===== config.mk =====
export PLATFORM = sky130hd
export DESIGN_NAME = mult_share_arbiter
export DESIGN_NICKNAME = d
export VERILOG_FILES = /design/src/rtl/rgbw_pkg.sv /design/src/rtl/mult_share_arbiter_rr_pick.sv /design/src/rtl/mult_share_arbiter.sv
export SDC_FILE = /design/constraint.sdc
export NUM_CORES = 1
export LEC_CHECK = 0
export BUFFER_PORTS_ARGS = -buffer_cell sky130_fd_sc_hd__buf_2
export CELL_PAD_IN_SITES_DETAIL_PLACEMENT = 1
export CELL_PAD_IN_SITES_GLOBAL_PLACEMENT = 1
export CORE_MARGIN = 1
export CORE_UTILIZATION = 34
export DETAILED_ROUTE_END_ITERATION = 6
export GPL_TIMING_DRIVEN = 0
export PLACE_DENSITY = 0.94
export SLEW_MARGIN = 30
export SYNTH_ARGS = -nofsm -noshare
export SYNTH_HDL_FRONTEND = slang
export SYNTH_SLANG_ARGS = --single-unit

===== constraint.sdc =====
create_clock -name clk -period 6 [get_ports clk]
set_clock_uncertainty 0.2 [all_clocks]
set_input_delay 0.6 -clock clk [delete_from_list [all_inputs] [get_ports clk]]
set_output_delay 0.6 -clock clk [all_outputs]
set_load 0.05 [all_outputs]

===== src/rtl/rgbw_pkg.sv =====
// Shared types and constants for the RGBW multiplier-sharing logic.
package rgbw_pkg;

  // Arbiter transaction phases
  typedef enum logic [1:0] {
    IDLE = 2'd0,
    LOAD = 2'd1,
    WAIT = 2'd2,
    DONE = 2'd3
  } arb_state_t;

  // WAIT cycles allowed before the optional timeout fires
  localparam int MULT_TIMEOUT_CYC = 64;

  // Default requester count and operand width
  localparam int N_REQ_DEF = 4;
  localparam int W_DEF     = 8;

endpackage


===== src/rtl/mult_share_arbiter_rr_pick.sv =====
// rr_pick: combinational round-robin picker. Searches upward from last+1
// (mod N_REQ) and returns the first requester with req high.
module rr_pick #(
  parameter int N_REQ = 4,
  parameter int IW    = 2
) (
  input  logic [N_REQ-1:0] req,
  input  logic [IW-1:0]    last,
  output logic [IW-1:0]    idx,
  output logic             valid
);

  logic [IW-1:0] cand;

  // Walk from the farthest candidate (last itself) to the nearest (last+1),
  // so the nearest active requester is the final assignment and wins.
  always_comb begin
    idx   = '0;
    valid = 1'b0;
    cand  = '0;
    for (int k = N_REQ; k >= 1; k--) begin
      cand = IW'((int'(last) + k) % N_REQ);
      if (req[cand]) begin
        idx   = cand;
        valid = 1'b1;
      end
    end
  end

endmodule


===== src/rtl/mult_share_arbiter.sv =====
// mult_share_arbiter: round-robin sharing of one sequential multiplier
// among N_REQ requesters, one multiplication in flight at a time.
// Optional feature: define MULT_ARB_TIMEOUT_EN to abort a WAIT that lasts
// MULT_TIMEOUT_CYC cycles with result 0 and a sticky err flag.
module mult_share_arbiter
  import rgbw_pkg::*;
#(
  parameter int N_REQ = N_REQ_DEF,
  parameter int W     = W_DEF
) (
  input  logic               clk,
  input  logic               reset,
  input  logic [N_REQ-1:0]   req,
  input  logic [N_REQ*W-1:0] a_in,
  input  logic [N_REQ*W-1:0] b_in,
  output logic [N_REQ-1:0]   ack,
  output logic [2*W-1:0]     result,
  output logic               busy,
  output logic               mult_ld,
  output logic [W-1:0]       mult_a,
  output logic [W-1:0]       mult_b,
  input  logic               mult_rdy,
  input  logic [2*W-1:0]     mult_res,
  output logic               err
);

  localparam int IW = $clog2(N_REQ);

  arb_state_t              state, state_nxt;
  logic [IW-1:0]           last, grant, pick_idx;
  logic                    pick_vld;
  logic                    tmo_hit;
  logic [N_REQ-1:0][W-1:0] a_vec, b_vec;

  assign a_vec = a_in;
  assign b_vec = b_in;

  rr_pick #(.N_REQ(N_REQ), .IW(IW)) u_pick (
    .req   (req),
    .last  (last),
    .idx   (pick_idx),
    .valid (pick_vld)
  );

`ifdef MULT_ARB_TIMEOUT_EN
  logic [5:0] tmo_cnt;
  logic       err_q;

  // Count cycles spent in WAIT; cleared whenever we leave it
  always_ff @(posedge clk or negedge reset) begin
    if (!reset)             tmo_cnt <= '0;
    else if (state == WAIT) tmo_cnt <= tmo_cnt + 6'd1;
    else                    tmo_cnt <= '0;
  end

  // A ready arriving on the last allowed cycle still wins over the timeout
  assign tmo_hit = (state == WAIT) && !mult_rdy &&
                   (tmo_cnt == 6'(MULT_TIMEOUT_CYC - 1));

  // Sticky error, cleared only by reset
  always_ff @(posedge clk or negedge reset) begin
    if (!reset)       err_q <= 1'b0;
    else if (tmo_hit) err_q <= 1'b1;
  end

  assign err = err_q;
`else
  assign tmo_hit = 1'b0;
  assign err     = 1'b0;
`endif

  // State register
  always_ff @(posedge clk or negedge reset) begin
    if (!reset) state <= IDLE;
    else        state <= state_nxt;
  end

  // Next state and state-decoded outputs; mult_rdy only matters in WAIT
  always_comb begin
    state_nxt = state;
    busy      = (state != IDLE);
    mult_ld   = (state == LOAD);
    ack       = '0;
    case (state)
      IDLE: if (pick_vld) state_nxt = LOAD;
      LOAD: state_nxt = WAIT;
      WAIT: if (mult_rdy || tmo_hit) state_nxt = DONE;
      DONE: begin
        ack[grant] = 1'b1;
        state_nxt  = IDLE;
      end
      default: state_nxt = IDLE;
    endcase
  end

  // Latch winner and its operands in IDLE; capture the product in WAIT
  always_ff @(posedge clk or negedge reset) begin
    if (!reset) begin
      last   <= IW'(N_REQ - 1);
      grant  <= '0;
      mult_a <= '0;
      mult_b <= '0;
      result <= '0;
    end else begin
      if (state == IDLE && pick_vld) begin
        grant  <= pick_idx;
        last   <= pick_idx;
        mult_a <= a_vec[pick_idx];
        mult_b <= b_vec[pick_idx];
      end
      if (state == WAIT) begin
        if (mult_rdy)     result <= mult_res;
        else if (tmo_hit) result <= '0;
      end
    end
  end

endmodule


==> impl_results.md <==
* Status: complete, no violations
* Post_cts resized at 0
* N_diodes at 0
* List of most frequent post-synthesis cells: dfrtp_1, mux2i_1, nor2_1, mux2_2, nand2_1
* Synth Instances at 178
* CTS Buf Count at 5
* Max-Cap Viols at 0
* DRC at 0
* Worst path bufs/invs at 3
* Fillers at 713
* Reg power frac at between 20% and 30%
* Rel. slew slack at 52.81%
* Largest family of logic cells by synthesized area: multiplexers
* Yosys top cell area share at 43.04%
* Max Fclk at 404.0 MHz
* DIE AREA at around 6500 µm²
* Port bufs at about 120
* CP arrival at about 2.5 ns
* Clk slew on worst S/H paths at roughly 0.08 ns
* DR vias/cell at 5.068
* Register bit total from synthesis at 38
* TNS Setup at 0 ns
* Setup ws final at around 3.5 ns
* Placed inst area at roughly 2800 µm²
* Compound-cell area share of the yosys netlist at 13.99%
* Routed via count at around 2.0k
* Pwr dens at around 630 nW/µm²
* Most used flip-flop cell after synthesis: dfrtp_1
* CTS Sinks at 38
* Slew @ Worst Pin at around 0.7 ns
* Core area at 5921 µm²
* Data required, critical path at 5.99 ns
* Die Wd at 80.47 µm
* Drt wl/cell at around 17 µm
* Cell taking the most area after synthesis: dfrtp_1
* P_sw at 0.9643 mW
* Iter 0 DRT Violations at between 40 and 50
* GPL Wtd Cong at 0.7242
* Yosys warns at 0
* Cell chain of the critical path: inv_1, ha_1, inv_1, nor2_1, clkbuf_1, nor2_1, a221oi_2
* Syn_nets at between 200 and 300
* Synth async-reset ratio at 100.0%
* Count leader, synth: dfrtp_1
* CTS tree: built
* DR pass1 iterations at 4
* Clock tree root buffer cell: clkbuf_8
* Avg Inst Size Synth at approximately 12 µm²
* Post-synthesis mux area share at 23.43%
* Max VDD drop at ~0.27 mV
* First-pass GRT wire length at between 10,000 and 15,000 µm
* Initial Utilization at between 30% and 40%
* # IOs at 126
* Post-synth EDFFs at 0
* Pint at 0.8686 mW
* CP max-delay cell: nor2_1
* Area Growth Syn to Fin at 39.45%
* Vias in the first global route at 2,196
* WHS at between 0.07 and 0.08 ns
* Synth unique cells at 33
* CP delay by family, top: buffers and inverters
* Initial antenna violation count at 0
* Largest net degree at the start of global routing at 39
* GRT Total Usage at 21.14%
* Setup CP Type: flop to flop
* Syn Std Cell Area at about 2100 µm²
* Row count at 28
* Antenna viol nets, final at 0
* Top cells by area, synth: dfrtp_1, mux2i_1, mux2_2, a221oi_2, nor2_1
* Total gr overflow at 0
* Design Area, Final at 2919 µm²
* Max incr delay on CP at ~0.56 ns
* XOR/XNOR Fraction of Synth Area at 0%
* Startpoint types: flop
* Post-CTS Hold Fix Bufs at 0
* DP HPWL at 5268 µm
* Synth Area in Adders at under 10%
* Clock network power share at 11.7%
* Hold crit path type: primary input to async pin
* Switch share at 52.61%
* Sequential element share of the synthesized area at 45.55%
* Leakage at 1.492 nW
* Setup Buffers After CTS at 0
* Final period utilization at 41.25%
* Critical-path maximum fanout at 10
* Final hold viol count at 0
* Logic pwr share at between 60% and 70%
* Final wirelength at about 6500 µm
* Setup WS pre-CTS at 3.477 ns
* RSZ-0062 raised after global routing: false
* Clock H-tree levels at 2
* Min Clock Period, post-route at ~2.5 ns
* Layout cell share with drive strength beyond 1 at 54.84%
* Simple-gate share of the synthesized area at 10.52%
* Maximum clock path buffer count at 2
* Nets at roughly 400
* Skew-Pair Late Insertion Delay at 0.28 ns
* Max-slew violations at 0
* Final Setup Violations at 0
* Die H at 80.47 µm
* Worst Setup End Kind: flop
## routing by layer
metal	GRT usage, %	wire length (µm)
met5	0	0
met4	7.143	98
met3	4.545	268
met2	38.81	3662
met1	23.90	2499
## cell type report
type / count / area, µm² / share of cell area [%]
multi-input combinational: 128 / 1070 / 36.65
sequential: 38 / 953.4 / 32.66
timing repair buffer: 124 / 623.1 / 21.35
tap: 75 / 93.84 / 3.215
clock buffer: 5 / 68.82 / 2.357
buffer: 8 / 55.05 / 1.886
clock inverter: 3 / 40.04 / 1.372
inverter: 4 / 15.01 / 0.5144
## layout by cell type, fill, tap and decap left out, types with 2 or more instances in the layout
cell type and count:
a211oi_1 2, a21oi_1 2, a221oi_1 5, a221oi_2 10
buf_2 125, buf_4 3, buf_6 2, clkbuf_1 2
clkbuf_8 5, clkinv_2 2, dfrtp_1 36, dfstp_2 2
ha_1 5, inv_1 4, mux2_2 16, mux2i_1 31
nand2_1 12, nand2b_1 3, nor2_1 23, nor3b_1 3
o21ai_0 2
## cells by family (layout without fill, tap and decap cells)
group,after synthesis,count (layout)
compound gates,28,28
fa+ha+maj,5,5
buf+inv,12,144
flops,38,38
mux,47,47
other cells,1,1
simple gates,47,47
## power groups by stage
stage / Combinational (mW) / Sequential [mW] / Clock (mW)
finish: 1.14 / 0.475 / 0.215
detailed placement: 1.15 / 0.479 / 0
global route: 1.22 / 0.496 / 0.233
global placement: 1.11 / 0.467 / 0
floorplan: 0.493 / 0.846 / 0
CTS: 1.15 / 0.477 / 0.222
## per-stage QoR
stage,std cells,utilization (%),power [mW]
finish,385,49.30,1.833
global route,385,49.30,1.945
CTS,385,49.26,1.852
detailed placement,377,47.42,1.634
global placement,377,47.42,1.579
floorplan,178,-,1.339
## state kept, by name, summed over array words and instances, names as in the netlist
register,cells
last,2
state,2
mult_b,8
mult_a,8
result,16
grant,2
## worst paths after layout
path | start | endpoint | slack (ns) | cells past startpoint
min in group clk | mult_b[6] | mult_b[6] | 0.29 | 2
max | state[0] | mult_b[7] | 3.52 | 7
min reg2reg | mult_b[6] | mult_b[6] | 0.29 | 2
max in group asynchronous | reset | last[0] | 5.15 | 1
max reg2reg | state[0] | mult_b[7] | 3.52 | 7
min | reset | result[15] | 0.07 | 1
## worst reg2reg max path: stages (launching register included)
cell and delay, ns:
dfrtp_1 0.43, inv_1 0.12, ha_1 0.19, inv_1 0.07
nor2_1 0.56, clkbuf_1 0.50, nor2_1 0.11, a221oi_2 0.20
No activity file was read; power rests on OpenSTA's default activity.
